**config.mk**
```make
export PLATFORM = sky130hd
export DESIGN_NAME = boot_loader_flat
export DESIGN_NICKNAME = d
export VERILOG_FILES = /design/src/rtl/boot_pkg.sv /design/src/rtl/boot_loader_if.sv /design/src/rtl/boot_byte_asm.sv /design/src/rtl/boot_loader.sv /design/src/flat_wrapper.sv
export SDC_FILE = /design/constraint.sdc
export NUM_CORES = 1
export LEC_CHECK = 0
export CAP_MARGIN = 10
export CORE_AREA = 2 2 117 147
export DETAILED_ROUTE_END_ITERATION = 10
export DIE_AREA = 0 0 119 149
export DONT_BUFFER_PORTS = 1
export PLACE_DENSITY = 0.45
export REMOVE_ABC_BUFFERS = 1
export SLEW_MARGIN = 25
export SYNTH_ARGS = -nofsm -noshare
export SYNTH_HDL_FRONTEND = slang
export SYNTH_SLANG_ARGS = --single-unit
```
**constraint.sdc**
```tcl
create_clock -name clk -period 5.6 [get_ports clk]
set_input_delay 1.12 -clock clk [delete_from_list [all_inputs] [get_ports clk]]
set_output_delay 1.12 -clock clk [all_outputs]
set_load 0.01 [all_outputs]
```
**src/rtl/boot_pkg.sv**
```systemverilog
// boot_pkg: shared state encoding and constants for the UART boot loader.
package boot_pkg;
  typedef enum logic [2:0] {LEN, DATA, ACK, DONE, ERR} state_t;
  localparam logic [7:0] BOOT_ACK_BYTE = 8'hAA;
  localparam int LEN_BYTES = 4;
endpackage

```
**src/rtl/boot_loader_if.sv**
```systemverilog
// boot_loader_if: boot loader bus bundle.
// master = loader side (takes uart_rx bytes/ferr and tx_busy, drives uart_tx, imem write port, core_rst, done, err);
// slave = the surrounding system.
interface boot_loader_if #(parameter int ADDR_W = 32);
  logic [7:0]        rx_data;
  logic              rx_ready;
  logic              ferr;
  logic              tx_busy;
  logic [7:0]        tx_data;
  logic              tx_start;
  logic              imem_we;
  logic [ADDR_W-1:0] imem_addr;
  logic [31:0]       imem_wdata;
  logic              core_rst;
  logic              done;
  logic              err;
  modport master (
    input  rx_data, rx_ready, ferr, tx_busy,
    output tx_data, tx_start, imem_we, imem_addr, imem_wdata, core_rst, done, err
  );
  modport slave (
    output rx_data, rx_ready, ferr, tx_busy,
    input  tx_data, tx_start, imem_we, imem_addr, imem_wdata, core_rst, done, err
  );
endinterface

```
**src/rtl/boot_byte_asm.sv**
```systemverilog
// boot_byte_asm: takes one byte per rx_ready rising edge and packs four bytes LSB-first into a word.
// Ports: clk, rstn, rx_data_i/rx_ready_i (uart_rx), word_valid_o (one-cycle pulse with the 4th byte), word_o.
module boot_byte_asm (
  input  logic        clk,
  input  logic        rstn,
  input  logic [7:0]  rx_data_i,
  input  logic        rx_ready_i,
  output logic        word_valid_o,
  output logic [31:0] word_o
);
  logic        rx_ready_q;
  logic [23:0] sh_q;
  logic [1:0]  cnt_q;
  logic        take;
  assign take = rx_ready_i & ~rx_ready_q;
  // The word is presented combinationally with the 4th byte so the caller can register it on the accepting edge.
  assign word_valid_o = take & (cnt_q == 2'd3);
  assign word_o = {rx_data_i, sh_q};
  always_ff @(posedge clk or negedge rstn) begin
    if (!rstn) begin
      rx_ready_q <= 1'b0;
      sh_q       <= '0;
      cnt_q      <= '0;
    end else begin
      rx_ready_q <= rx_ready_i;
      if (take) begin
        sh_q  <= {rx_data_i, sh_q[23:8]};
        cnt_q <= cnt_q + 2'd1;
      end
    end
  end
endmodule

```
**src/rtl/boot_loader.sv**
```systemverilog
// boot_loader: receives a word count and program words over UART, writes them to imem, then releases the core.
// Ports: clk, rstn (async active-low), bus (boot_loader_if.master).
// Optional BOOT_ACK_EN: sends 0xAA on uart_tx before completing the load.
module boot_loader
  import boot_pkg::*;
#(
  parameter int MAX_WORDS = 4096,
  parameter int ADDR_W    = 32
) (
  input  logic         clk,
  input  logic         rstn,
  boot_loader_if.master bus
);
  localparam int CW = $clog2(MAX_WORDS) + 1;
`ifdef BOOT_ACK_EN
  localparam state_t FIN = ACK;
`else
  localparam state_t FIN = DONE;
`endif
  state_t            state_q;
  logic [CW-1:0]     wcnt_q, n_q;
  logic [ADDR_W-1:0] addr_q;
  logic [31:0]       wdata_q;
  logic              we_q, done_q, err_q, core_rst_q;
  logic              word_valid;
  logic [31:0]       word;
  boot_byte_asm u_asm (
    .clk          (clk),
    .rstn         (rstn),
    .rx_data_i    (bus.rx_data),
    .rx_ready_i   (bus.rx_ready),
    .word_valid_o (word_valid),
    .word_o       (word)
  );
`ifdef BOOT_ACK_EN
  logic [7:0] tx_data_q;
  logic       tx_start_q;
  assign bus.tx_data  = tx_data_q;
  assign bus.tx_start = tx_start_q;
`else
  assign bus.tx_data  = '0;
  assign bus.tx_start = 1'b0;
`endif
  always_ff @(posedge clk or negedge rstn) begin
    if (!rstn) begin
      state_q    <= LEN;
      wcnt_q     <= '0;
      n_q        <= '0;
      addr_q     <= '0;
      wdata_q    <= '0;
      we_q       <= 1'b0;
      done_q     <= 1'b0;
      err_q      <= 1'b0;
      core_rst_q <= 1'b1;
`ifdef BOOT_ACK_EN
      tx_data_q  <= '0;
      tx_start_q <= 1'b0;
`endif
    end else begin
      we_q       <= 1'b0;
      // Core leaves reset one cycle after done rises; done never rises on the error path.
      core_rst_q <= ~done_q;
`ifdef BOOT_ACK_EN
      tx_data_q  <= '0;
      tx_start_q <= 1'b0;
`endif
      case (state_q)
        LEN: begin
          if (bus.ferr) begin
            state_q <= ERR;
            err_q   <= 1'b1;
          end else if (word_valid) begin
            if (word == '0) begin
              state_q <= FIN;
              done_q  <= (FIN == DONE);
            end else if (word > 32'(MAX_WORDS)) begin
              state_q <= ERR;
              err_q   <= 1'b1;
            end else begin
              n_q     <= word[CW-1:0];
              wcnt_q  <= '0;
              state_q <= DATA;
            end
          end
        end
        DATA: begin
          if (bus.ferr) begin
            state_q <= ERR;
            err_q   <= 1'b1;
          end else if (word_valid) begin
            we_q    <= 1'b1;
            wdata_q <= word;
            addr_q  <= ADDR_W'({wcnt_q, 2'b00});
            wcnt_q  <= wcnt_q + CW'(1);
            if (wcnt_q + CW'(1) == n_q) begin
              state_q <= FIN;
              done_q  <= (FIN == DONE);
            end
          end
        end
`ifdef BOOT_ACK_EN
        ACK: begin
          if (!bus.tx_busy) begin
            tx_data_q  <= BOOT_ACK_BYTE;
            tx_start_q <= 1'b1;
            state_q    <= DONE;
            done_q     <= 1'b1;
          end
        end
`endif
        default: ;
      endcase
    end
  end
  assign bus.imem_we    = we_q;
  assign bus.imem_addr  = addr_q;
  assign bus.imem_wdata = wdata_q;
  assign bus.core_rst   = core_rst_q;
  assign bus.done       = done_q;
  assign bus.err        = err_q;
endmodule
```
**src/flat_wrapper.sv**
```systemverilog
// flat-port wrapper written by rule: the top's interface ports become plain ports
module boot_loader_flat import boot_pkg::*;
#(
  parameter int MAX_WORDS = 4096,
  parameter int ADDR_W    = 32
)
  (clk, rstn, bus_rx_data, bus_rx_ready, bus_ferr, bus_tx_busy, bus_tx_data, bus_tx_start, bus_imem_we, bus_imem_addr, bus_imem_wdata, bus_core_rst, bus_done, bus_err);
  boot_loader_if #(.ADDR_W(ADDR_W)) bus_i ();
  input  logic clk;
  input  logic rstn;
  input wire logic [$bits(bus_i.rx_data)-1:0] bus_rx_data;
  input wire logic [$bits(bus_i.rx_ready)-1:0] bus_rx_ready;
  input wire logic [$bits(bus_i.ferr)-1:0] bus_ferr;
  input wire logic [$bits(bus_i.tx_busy)-1:0] bus_tx_busy;
  output wire logic [$bits(bus_i.tx_data)-1:0] bus_tx_data;
  output wire logic [$bits(bus_i.tx_start)-1:0] bus_tx_start;
  output wire logic [$bits(bus_i.imem_we)-1:0] bus_imem_we;
  output wire logic [$bits(bus_i.imem_addr)-1:0] bus_imem_addr;
  output wire logic [$bits(bus_i.imem_wdata)-1:0] bus_imem_wdata;
  output wire logic [$bits(bus_i.core_rst)-1:0] bus_core_rst;
  output wire logic [$bits(bus_i.done)-1:0] bus_done;
  output wire logic [$bits(bus_i.err)-1:0] bus_err;
  assign bus_i.rx_data = bus_rx_data;
  assign bus_i.rx_ready = bus_rx_ready;
  assign bus_i.ferr = bus_ferr;
  assign bus_i.tx_busy = bus_tx_busy;
  assign bus_tx_data = bus_i.tx_data;
  assign bus_tx_start = bus_i.tx_start;
  assign bus_imem_we = bus_i.imem_we;
  assign bus_imem_addr = bus_i.imem_addr;
  assign bus_imem_wdata = bus_i.imem_wdata;
  assign bus_core_rst = bus_i.core_rst;
  assign bus_done = bus_i.done;
  assign bus_err = bus_i.err;
  boot_loader #(.MAX_WORDS(MAX_WORDS), .ADDR_W(ADDR_W)) u_core (.clk(clk), .rstn(rstn), .bus(bus_i));
endmodule
```
==> flow_summary.toml <==
[routing]
finalWirelength_um = 10280
via_per_inst = 4.509
via_count = 3129
drt_first_pass_iters = 4
drc_violation_count_after_routing = 0
route.antenna.remaining_nets = 0
drt-initial-drc-count = 128
avgRoutedWirePerCell_um = 14.81

[clocking]
clkSlewWorstSetupHoldPaths_ps = 70
post_cts_repair_setup_buffers = 0
clock_latency_reported_for_the_late_side_of_the_worst_skew_pair_ps = 350
cts_hold_buffers = 0
cts_root_buffer = "clkbuf_16"
clock_tree_from_tritoncts = "done"
ctsResizeCount = 0
clock_tree.buffer_depth = 2
tritoncts.num_buffers = 9
clock_sink_count = 105
ctsHtreeMaxLevel = 3

[grt]
antenna_violations_before_repair = 0
global_route_wire_length_before_repair_um = 16960
grt_max_degree = 106
global_route.usage.total_pct = 12.13
global_route.overflow_total = 0
first_global_vias = 3089

[worst_setup_path]
worst-endpoint-required_ps = 5830
timing.critical_path.to_type = "flip-flop"
max_stage_delay_ps = 640
critical_path.startpoint_type = "input port"
worst_r2r_endpoint = "u_core.n_q[10]"
crit_path_max_fanout = 14
r2r-start = "u_core.u_asm.sh_q[1]"
worst-r2r-setup-slack_ps = 3020
worst_path_slowest_cell = "or3_1"
worst-r2r-cell-count = 5
critical_path_cell_by_cell = "nor4_1, nand4_1, nand4bb_1, or3_1, mux2_4"
worst-endpoint-arrival_ps = 3040
crit_type = "input port to flip-flop"

[layout]
post_route_cells_drive_above_1_share_pct = 12.87
n_antenna_cell = 0
fin_nets = 484
areaGrowthSynthToFinish_pct = 7.634
finalNonFillerCells = 694

[placement]
post-place-cells = 678
hpwlAfterDp_um = 6637
place_congestion = 0.7718
post-place-ws_ps = 2369
portBuffers = 0

[status]
status = "complete, no violations"

[floorplan]
die_width_um = 119
die_area_sq_mm = 0.01773
coreArea_sq_mm = 0.01651
dieHeight_um = 149
ioPinCount = 90
num_rows = 53
initial_utilization_pct = 29.18

[sta]
setup_tns_final_ps = 0
final-setup-viol-count = 0
fin_skew_ps = 8.830
timing_max_transition_violations_final = 0
rsz_0062_raised_after_global_routing = "no"
final-hold-violation-count = 0
fin_crit_ps = 2808
max-slew-margin-rel_pct = 45.90
tightest_slew_ps = 810.5
setup_slack_ps = 2792
period_share_pct = 50.14
maximum_clock_rate_mhz = 356.1

[pwr]
irDropWorstVdd_v = 0.0001390
static-leakage-power_nw = 2.473
p_per_area_mw_per_mm2 = 305.2

[logic_synthesis]
synthesis.area_sq_mm = 0.004818
synth_area_leaders = "dfrtp_1 (54%), nand2_1 (12%), mux2_2 (6.5%)"
syn_avg_cell_area_sq_um = 9.997
synth_cell_type_count = 47
number_of_enable_flip_flop_cells_after_synthesis = 0
synthDominantAreaCellType = "dfrtp_1"
syn_inst = 482
flops_latches_synth = 105
yosys_warnings = 0
synthDominantCellAreaShare_pct = 54.01
most_numerous_cell_in_the_yosys_netlist = "nand2_1"
ys_top_cells_by_count = "nand2_1 (149), dfrtp_1 (104), buf_4 (28), mux2_2 (28), nor2_1 (22)"
async_s_r_ff_share_synth_pct = 100.0
synth-main-ff-cell = "dfrtp_1"
ys_seq_area_share_pct = 54.56

[hold_path]
hold_path.class = "input port to asynchronous set/reset pin"

[run]
timing.max_cap.violations = 0
==> cell usage in the layout (no fill, tap or decap), types with 6 or more instances in the layout <==
cell | Yosys | layout
a21oi_1 | 11 | 11
a31oi_1 | 11 | 11
clkbuf_16 | 0 | 9
conb_1 | 1 | 28
dfrtp_1 | 104 | 104
inv_1 | 7 | 7
mux2_2 | 28 | 28
mux2_4 | 8 | 8
nand2_1 | 149 | 148
nand4_1 | 6 | 6
nor2_1 | 22 | 22
nor4_1 | 9 | 9
o21ai_0 | 13 | 13
xnor2_1 | 11 | 11
xor2_1 | 8 | 8
==> power breakdown <==
group          switching [mW]  internal (mW)  total [mW]
logic                  0.0352         0.0468      0.0819
clock network           0.304          0.334       0.638
registers              0.0553          0.808       0.863
==> final cells by class <==
class	instances	area, sq um
inverter	8	31.28
multi-input combinational	342	1931
clock buffer	11	252.7
tap	220	275.3
timing repair buffer	3	22.52
clock inverter	5	45.04
fill	1700	11330
sequential	105	2629
==> kinds of logic after synthesis <==
group                    count (synthesis)  share of synthesized area (%)
XOR/XNOR                                19                          3.454
adder cells (fa/ha/maj)                  2                         0.5193
AND/OR/NAND/NOR                        209                          18.64
flip-flops                             105                          54.56
AO/OA/AOI/OAI                           48                          6.128
multiplexers                            36                          9.037
other                                    1                        0.07783
buffers and inverters                   62                          7.582
==> critical path, delay by kind of cell <==
kind	cells	cell delay (ps)
muxes	1	400
and+or+nand+nor	4	1510
==> flip-flops by register name (all words and copies together), names as in the netlist <==
name	flops
u_core.bus.imem_wdata	32
u_core.state_q	3
u_core.bus.err	1
u_core.u_asm.rx_ready_q	1
u_core.bus.done	1
u_core.bus.imem_addr	13
u_core.bus.imem_we	1
u_core.u_asm.sh_q	24
u_core.bus.core_rst	1
u_core.u_asm.cnt_q	2
u_core.wcnt_q	13
u_core.n_q	13
==> layer usage <==
layer	vias up	track usage (%)	wire, um
met5	-	0	0
met4	0	3.690	97
met3	6	3.670	504
met2	78	20.40	5135
met1	1525	15.01	4541
li1	1520	-	-
==> per-stage QoR <==
stage	total power [mW]	area [sq um]	hold slack (ps)	util [%]
2_1_floorplan	0.9304	4584	443.4	-
3_3_place_gp	0.9586	4887	461.4	29.60
3_5_place_dp	0.9630	4887	470.9	29.60
4_1_cts	1.605	5185	449.7	31.40
5_1_grt	1.655	5186	440.4	31.41
6_report	1.583	5186	464.3	31.41
==> worst max path at each step <==
stage,startpoint,endpoint,depth (start not counted)
global route,bus_rx_data[1],u_core.n_q[10],5
detailed placement,bus_rx_data[1],u_core.n_q[4],5
CTS,bus_rx_ready,u_core.bus.done,7
global placement,bus_rx_data[1],u_core.n_q[7],5
finish,bus_rx_data[1],u_core.n_q[10],5
floorplan,bus_rx_ready,u_core.bus.done,7
(Power assumes the default switching activity.)
